**config.mk**
```make
export PLATFORM = sky130hd
export DESIGN_NAME = mmio_button_bridge
export DESIGN_NICKNAME = d
export VERILOG_FILES = /design/src/rtl/mmio_button_bridge.sv
export SDC_FILE = /design/constraint.sdc
export NUM_CORES = 1
export LEC_CHECK = 0
export ABC_CLOCK_PERIOD_IN_PS = 2150
export CAP_MARGIN = 5
export CORE_MARGIN = 5
export CORE_UTILIZATION = 35
export CTS_BUF_LIST = sky130_fd_sc_hd__clkbuf_2
export CTS_CLUSTER_SIZE = 25
export DETAILED_ROUTE_END_ITERATION = 16
export GPL_ROUTABILITY_DRIVEN = 0
export PLACE_DENSITY = 0.78
export SETUP_SLACK_MARGIN = 0.2
export SYNTH_ARGS = -nofsm -noshare
export SYNTH_HDL_FRONTEND = slang
export SYNTH_SLANG_ARGS = --single-unit
```
**constraint.sdc**
```tcl
create_clock -name clock -period 2.15 [get_ports clock]
set_clock_uncertainty 0.1 [all_clocks]
set_input_delay 0.3225 -clock clock [delete_from_list [all_inputs] [get_ports clock]]
set_output_delay 0.3225 -clock clock [all_outputs]
set_load 0.01 [all_outputs]
```
**src/rtl/mmio_button_bridge.sv**
```systemverilog
// -----------------------------------------------------------------------------
// mmio_button_bridge
//
// Memory-mapped bridge between a processor data port, four push buttons and a
// VGA output register.
//
//   * Buttons: each level input passes a 2-flop synchronizer and a
//     previous-value flop. A rising edge sets a sticky per-button flag that is
//     cleared when the processor reads that button's address. If a rise and a
//     read of the same button land in the same cycle, the read returns the old
//     flag and the flag ends set, so no event is lost.
//   * VGA output: a write to ADDR_OUT loads vga_data and raises vga_valid.
//     Writing while an unconsumed value is still pending overwrites it and
//     sets a sticky overflow bit. Reading the status word clears overflow.
//   * Read data: q_dmem is registered (1-cycle latency) and carries a button
//     flag, the status word, or q_ram, depending on the decoded read address.
//
// Status word: {26'b0, flag_d, flag_u, flag_r, flag_l, overflow, vga_valid}
//
// VGA handshake: vga_valid=1 means vga_data holds a value not yet taken.
// A transfer happens at a posedge where vga_valid and vga_ready are both 1.
// vga_data is stable while vga_valid=1 unless the processor writes ADDR_OUT.
// A write in the transfer cycle replaces the data and keeps vga_valid=1
// without counting as an overflow, since the old value was consumed.
//
// Ports:
//   clock        in   1  single clock, all state updates on posedge
//   reset        in   1  synchronous, active-high reset
//   wren         in   1  processor data-memory write enable
//   address_dmem in  32  processor data address (full 32-bit decode)
//   data         in  32  processor write data
//   q_ram        in  32  RAM read data, forwarded on non-bridge reads
//   btn_l/r/u/d  in   1  debounced button levels, asynchronous to clock
//   q_dmem       out 32  registered read data to the processor
//   vga_data     out 32  value presented to the VGA controller
//   vga_valid    out  1  vga_data holds an unconsumed value
//   vga_ready    in   1  VGA controller accepts vga_data
// -----------------------------------------------------------------------------
module mmio_button_bridge #(
    parameter logic [31:0] ADDR_OUT  = 32'd2000,
    parameter logic [31:0] ADDR_STAT = 32'd2004,
    parameter logic [31:0] ADDR_BTNL = 32'd3000,
    parameter logic [31:0] ADDR_BTNR = 32'd4000,
    parameter logic [31:0] ADDR_BTNU = 32'd5000,
    parameter logic [31:0] ADDR_BTND = 32'd6000
) (
    input  logic        clock,
    input  logic        reset,
    input  logic        wren,
    input  logic [31:0] address_dmem,
    input  logic [31:0] data,
    input  logic [31:0] q_ram,
    input  logic        btn_l,
    input  logic        btn_r,
    input  logic        btn_u,
    input  logic        btn_d,
    output logic [31:0] q_dmem,
    output logic [31:0] vga_data,
    output logic        vga_valid,
    input  logic        vga_ready
);

    // Button vectors are ordered {d, u, r, l} so they drop straight into
    // the status word.
    logic [3:0]  btn_raw;
    logic [3:0]  sync1;
    logic [3:0]  sync2;
    logic [3:0]  prev;
    logic [3:0]  flag;
    logic [3:0]  rise;
    logic [3:0]  rd_btn;
    logic [3:0]  flag_next;

    logic        overflow;
    logic        rd_stat;
    logic        wr_out;
    logic        handshake;
    logic [31:0] status_word;
    logic [31:0] rd_data;

    assign btn_raw = {btn_d, btn_u, btn_r, btn_l};

    // Address decode
    assign rd_btn[0] = !wren && (address_dmem == ADDR_BTNL);
    assign rd_btn[1] = !wren && (address_dmem == ADDR_BTNR);
    assign rd_btn[2] = !wren && (address_dmem == ADDR_BTNU);
    assign rd_btn[3] = !wren && (address_dmem == ADDR_BTND);
    assign rd_stat   = !wren && (address_dmem == ADDR_STAT);
    assign wr_out    =  wren && (address_dmem == ADDR_OUT);

    assign handshake = vga_valid && vga_ready;

    // Edge detect happens after the second synchronizer stage.
    assign rise = sync2 & ~prev;

    // The rise is ORed in after the read-clear, so a same-cycle set wins.
    assign flag_next = (flag & ~rd_btn) | rise;

    assign status_word = {26'b0, flag, overflow, vga_valid};

    always_comb begin
        rd_data = q_ram;
        if (rd_stat) begin
            rd_data = status_word;
        end else if (rd_btn[0]) begin
            rd_data = {31'b0, flag[0]};
        end else if (rd_btn[1]) begin
            rd_data = {31'b0, flag[1]};
        end else if (rd_btn[2]) begin
            rd_data = {31'b0, flag[2]};
        end else if (rd_btn[3]) begin
            rd_data = {31'b0, flag[3]};
        end
    end

    // Button path and read data register
    always_ff @(posedge clock) begin
        if (reset) begin
            sync1  <= 4'b0;
            sync2  <= 4'b0;
            prev   <= 4'b0;
            flag   <= 4'b0;
            q_dmem <= 32'b0;
        end else begin
            sync1  <= btn_raw;
            sync2  <= sync1;
            prev   <= sync2;
            flag   <= flag_next;
            q_dmem <= rd_data;
        end
    end

    // VGA output register and overflow tracking
    always_ff @(posedge clock) begin
        if (reset) begin
            vga_data  <= 32'b0;
            vga_valid <= 1'b0;
            overflow  <= 1'b0;
        end else begin
            if (wr_out) begin
                vga_data  <= data;
                vga_valid <= 1'b1;
                // Only a pending value that is not being taken this cycle
                // is actually lost.
                if (vga_valid && !vga_ready) begin
                    overflow <= 1'b1;
                end
            end else if (handshake) begin
                vga_valid <= 1'b0;
            end

            // Reads and writes are exclusive (wren), so this never races
            // with the overflow set above.
            if (rd_stat) begin
                overflow <= 1'b0;
            end
        end
    end

endmodule

```
## Word level (Yosys, flattened, before mapping)

Cells that the tools add are included.

- Register bits after elaboration: 82
- Bits of input ports: 104
- Logic and storage cells: 41

- Equality and inequality tests: 6
- Multiplexer cells: 7
- Bitwise gates (word level): 5
- Reductions and logical operators: 14

Operator list:

| cell | count |
|---|---|
| $eq A32 B11 Y1 const B | 2 |
| $eq A32 B12 Y1 const B | 2 |
| $eq A32 B13 Y1 const B | 2 |
| $mux W6 | 5 |
| $and A4 B4 Y4 | 2 |
| $logic_and A1 B1 Y1 | 8 |
| $not A4 Y4 | 2 |
| $reduce_or A6 Y1 | 1 |
| $or A4 B4 Y4 | 1 |
| $logic_not A1 Y1 | 2 |
| $mux W1 | 2 |
| $reduce_and A2 Y1 | 1 |
| $reduce_bool A2 Y1 | 1 |
| $reduce_or A2 Y1 | 1 |

## Longest topological paths before layout

- Depth in word-level cells: 7
- Gate-level depth with buffers: 8
- Gate-level depth less buffers: 6

## Worst setup path after synthesis

No wires, ideal clock.

- Kind: input port to flip-flop
- Start: input port address_dmem[1]
- End: register q_dmem[2]
- Library setup time: 117 ps
- Arrival: 1,841 ps
- Data required time: 1,933 ps
- Slack: 93 ps
- Stages: 7
- Cells stage by stage: or2_1 or3_1 or4_4 a21oi_4 a211oi_2 buf_6 a22o_1

- Longest elaborated chain between the ends: 7

Ends and longest elaborated chain:

| what | line | text |
|---|---|---|
| start: declaration | 50 | `input logic [31:0] address_dmem,` |
| $eq A32 B13 Y1 | 87 | `assign rd_btn[3] = !wren && (address_dmem == ADDR_BTND);` |
| $logic_and A1 B1 Y1 | 87 |  |
| $mux W6 | 111 | `end else if (rd_btn[3]) begin` |
| $mux W6 | 109 | `end else if (rd_btn[2]) begin` |
| $mux W6 | 107 | `end else if (rd_btn[1]) begin` |
| $mux W6 | 105 | `end else if (rd_btn[0]) begin` |
| $mux W6 * | 103 | `if (rd_stat) begin` |
| end signal: assignment | 129 | `q_dmem <= rd_data;` |
| end: declaration | 57 | `output logic [31:0] q_dmem,` |

Every way passes the cells marked *; elsewhere a longest branch is shown, timed or not.
A chain may end at the register's enable or synchronous reset.

## Worst setup path after layout

- Start: input port address_dmem[12]
- End: register q_dmem[14]

- Longest elaborated chain between the ends: 3

Ends and longest elaborated chain:

| what | line | text |
|---|---|---|
| $eq A32 B12 Y1, or another cell as far along | 84 | `assign rd_btn[0] = !wren && (address_dmem == ADDR_BTNL);` |
| $logic_and A1 B1 Y1 (on tied branches) | - |  |
| $reduce_or A6 Y1 (no line) * | - |  |

Marks and branches as above.

==> flow_metrics.py <==
metrics = {
    "synth": {
        "avgSynthCellArea_sq_um": 9.386,
        "syn_area_sq_um": 2900,
        "synth_seq_area_share_pct": 56.60,
        "ys_ff_latch": 82,
        "ys_types": 38,
        "ys_warn_count": 0,
        "synth_cells": 309,
        "syn-num-nets": 413,
    },
    "clocking": {
        "cts.clk_slew.worst_paths_ns": 0.25,
        "clock_latency_ns": 0.51,
        "cts_buffers": 9,
        "tritoncts": "done",
        "h-tree-depth": 3,
        "cts-root-buf": "clkbuf_2",
        "cts_num_sinks": 82,
        "ctsHoldBuffers": 0,
        "cts_max_path_buffers": 2,
    },
    "power_and_ir_drop": {
        "clkPwrFrac_pct": 34.5,
        "power.leakage_nw": 2.084,
        "power_density_nw_per_um2": 578.5,
        "combPwrFrac_pct": 14.0,
        "sw_frac_of_total_pct": 22.68,
        "seq_power_share_pct": 51.5,
        "p_int_mw": 2.381,
        "ir_drop_v": 0.0002959,
        "p_sw_mw": 0.6985,
    },
    "route": {
        "drt-wirelength-per-cell_um": 15.10,
        "drt_iter0_drc": 60,
        "drc": 0,
        "ant_nets": 0,
        "wirelength_mm": 9.424,
        "vias": 2963,
        "dr.pass1.iters": 5,
        "routed_via_density": 4.748,
    },
    "grt": {
        "grt_antenna_before_repair": 0,
        "grt_start_max_net_pins": 34,
        "overflow": 0,
        "grt_pass1_wl_mm": 14.15,
        "grt_pass1_vias": 2932,
        "grt_util_all_layers_pct": 17.53,
    },
    "flow_run": {
        "cap_violations": 0,
    },
    "sta": {
        "slew_headroom_pct": 80.52,
        "finalCriticalPeriod_ns": 1.956,
        "finalWorstSetupSlack_ns": 0.1936,
        "finalHoldViolCount": 0,
        "worst_pin_slew_ns": 0.2896,
        "tns_ns": 0,
        "max_freq_mhz": 511.1,
        "finalSetupViolCount": 0,
        "slew_viol_final": 0,
        "rsz0062_at_grt": "yes",
        "finalCritPeriodShare_pct": 91.00,
    },
    "finish": {
        "syn_to_final_growth_pct": 83.52,
        "final_cell_mix": "152 x clkdlybuf4s50_1, 72 x dfxtp_1, 69 x nand2_1",
        "final_common_cell": "clkdlybuf4s50_1",
        "nNetsFinal": 618,
        "antenna_cells": 0,
        "drive_above_1_share_pct": 19.27,
        "nFillCells": 629,
    },
    "worst_setup_path": {
        "crit_fanout": 8,
        "worstReg2RegStart": "flag[2]",
        "path_class": "primary input to register",
        "crit_chain": "clkdlybuf4s15_1, nor4_4, nand3_1, or4_4, a21oi_4, a211oi_4, buf_4, buf_12, buf_16, and2_4",
        "cpPeakStageDelay_ns": 0.53,
        "crit_start": "address_dmem[12]",
        "critPathLaunchType": "primary input",
        "cp-end-kind": "register",
        "cp_slowest_cell": "or4_4",
        "required_ns": 2.50,
        "arrival_ns": 2.30,
    },
    "run_status": {
        "status": "finished clean",
    },
    "floorplan": {
        "core_area_sq_um": 8134,
        "die_y_um": 101.0,
        "die_x_um": 101.0,
        "num_rows": 33,
        "start_util_pct": 35.66,
        "die-area_sq_um": 10210,
        "boundaryPins": 169,
    },
    "place": {
        "place.port_buffers": 168,
        "post-dp-hpwl_mm": 6.723,
        "place_ws_ns": -0.5283,
    },
    "hold_path": {
        "worstHoldPathType": "primary input to register",
        "holdCritStartpoint": "reset",
    },
}
-- power by group through the flow --
stage | logic (mW) | clock network, mW | registers (mW)
floorplan | 0.0724 | 0 | 1.63
global placement | 0.378 | 0 | 1.61
detailed placement | 0.385 | 0 | 1.61
CTS | 0.425 | 1.08 | 1.58
global route | 0.459 | 1.16 | 1.59
finish | 0.432 | 1.06 | 1.58
-- flip-flops by register name, summed over array words and instances, names as in the netlist --
name / flops
prev: 4
flag: 4
vga_valid: 1
sync1: 4
sync2: 4
q_dmem: 32
overflow: 1
vga_data: 32
-- cell families after synthesis --
| group | Yosys count | synth area share (%) |
|---|---|---|
| and+or+nand+nor | 152 | 28.52 |
| muxes | 1 | 0.3451 |
| DFF | 82 | 56.60 |
| AOI/OAI and AO/OA | 55 | 11.17 |
| buffers and inverters | 19 | 3.365 |
-- per-stage QoR --
stage | util [%] | power (mW) | hold WS, ns | std cells | instance area (sq um)
floorplan | - | 1.699 | 0.3138 | 309 | 2900
global placement | 59.96 | 1.991 | 0.3223 | 595 | 4877
detailed placement | 59.96 | 1.999 | 0.3254 | 595 | 4877
CTS | 64.51 | 3.092 | 0.009930 | 621 | 5248
global route | 65.44 | 3.214 | 0.01265 | 624 | 5323
finish | 65.44 | 3.079 | 0.03259 | 624 | 5323
-- cell type report --
type	count	area, sq um	area share, %
timing repair buffer	210	2108	39.61
clock inverter	7	123.9	2.327
tap	105	131.4	2.468
multi-input combinational	208	1249	23.46
clock buffer	9	45.04	0.8463
sequential	82	1654	31.08
inverter	3	11.26	0.2116
-- worst max-delay path, delay by kind of cell --
kind	cells	cell delay, ns
and+or+nand+nor	4	1.11
buffers and inverters	4	0.65
AOI/OAI and AO/OA	2	0.23
-- worst paths after layout --
check | end | slack (ns) | depth (start not counted)
worst min-delay path | vga_valid | 0.03 | 2
worst min register to register | sync2[2] | 0.36 | 1
worst max-delay path | q_dmem[14] | 0.19 | 10
worst max register to register | q_dmem[0] | 0.72 | 5
-- layer usage --
layer,GRT usage (%),share of wire (%),vias to the layer above
met5,0,0,-
met4,5.930,2.2,0
met3,5.260,8.5,21
met2,31.49,51,135
met1,19.62,38,1353
li1,-,-,1454
-- synth_stat cells --
cell type | count | area (sq um)
and4b_1 | 3 | 30.03
o211ai_1 | 1 | 7.510
a211oi_2 | 1 | 12.51
a21oi_4 | 1 | 16.27
buf_1 | 1 | 3.750
nand3_1 | 1 | 5.000
dfxtp_1 | 82 | 1642
nor3_2 | 1 | 10.01
nand2_1 | 69 | 259.0
nand4_1 | 6 | 37.54
nor4_4 | 1 | 21.27
buf_6 | 3 | 33.78
and4_1 | 1 | 8.760
a22o_1 | 6 | 52.55
clkbuf_1 | 9 | 33.78
or3_1 | 1 | 6.260
nor2b_1 | 14 | 87.58
a21oi_1 | 39 | 195.2
and2_1 | 26 | 162.7
or2_1 | 1 | 6.260
nand4b_1 | 2 | 17.52
o21ai_0 | 4 | 20.02
mux2i_1 | 1 | 10.01
and3_1 | 1 | 6.260
nor3_1 | 2 | 10.01
buf_2 | 3 | 15.01
o22ai_1 | 1 | 6.260
nand4bb_1 | 2 | 22.52
a31oi_1 | 1 | 6.260
or4_1 | 1 | 7.510
nor2_1 | 4 | 15.01
nor4_1 | 8 | 50.05
inv_1 | 3 | 11.26
or2_2 | 1 | 6.260
or4_4 | 1 | 11.26
nand2b_1 | 5 | 31.28
nor4b_2 | 1 | 15.01
a211oi_1 | 1 | 7.510
-- repair_timing --
item / 4_1_cts / 5_1_grt
pin swaps: 25 / 11
resized for setup: 40 / 20
gates cloned: 3 / 0
setup endpoints to repair: 33 / 68
setup buffers: 7 / 3
No activity file was read; power rests on OpenSTA's default activity.
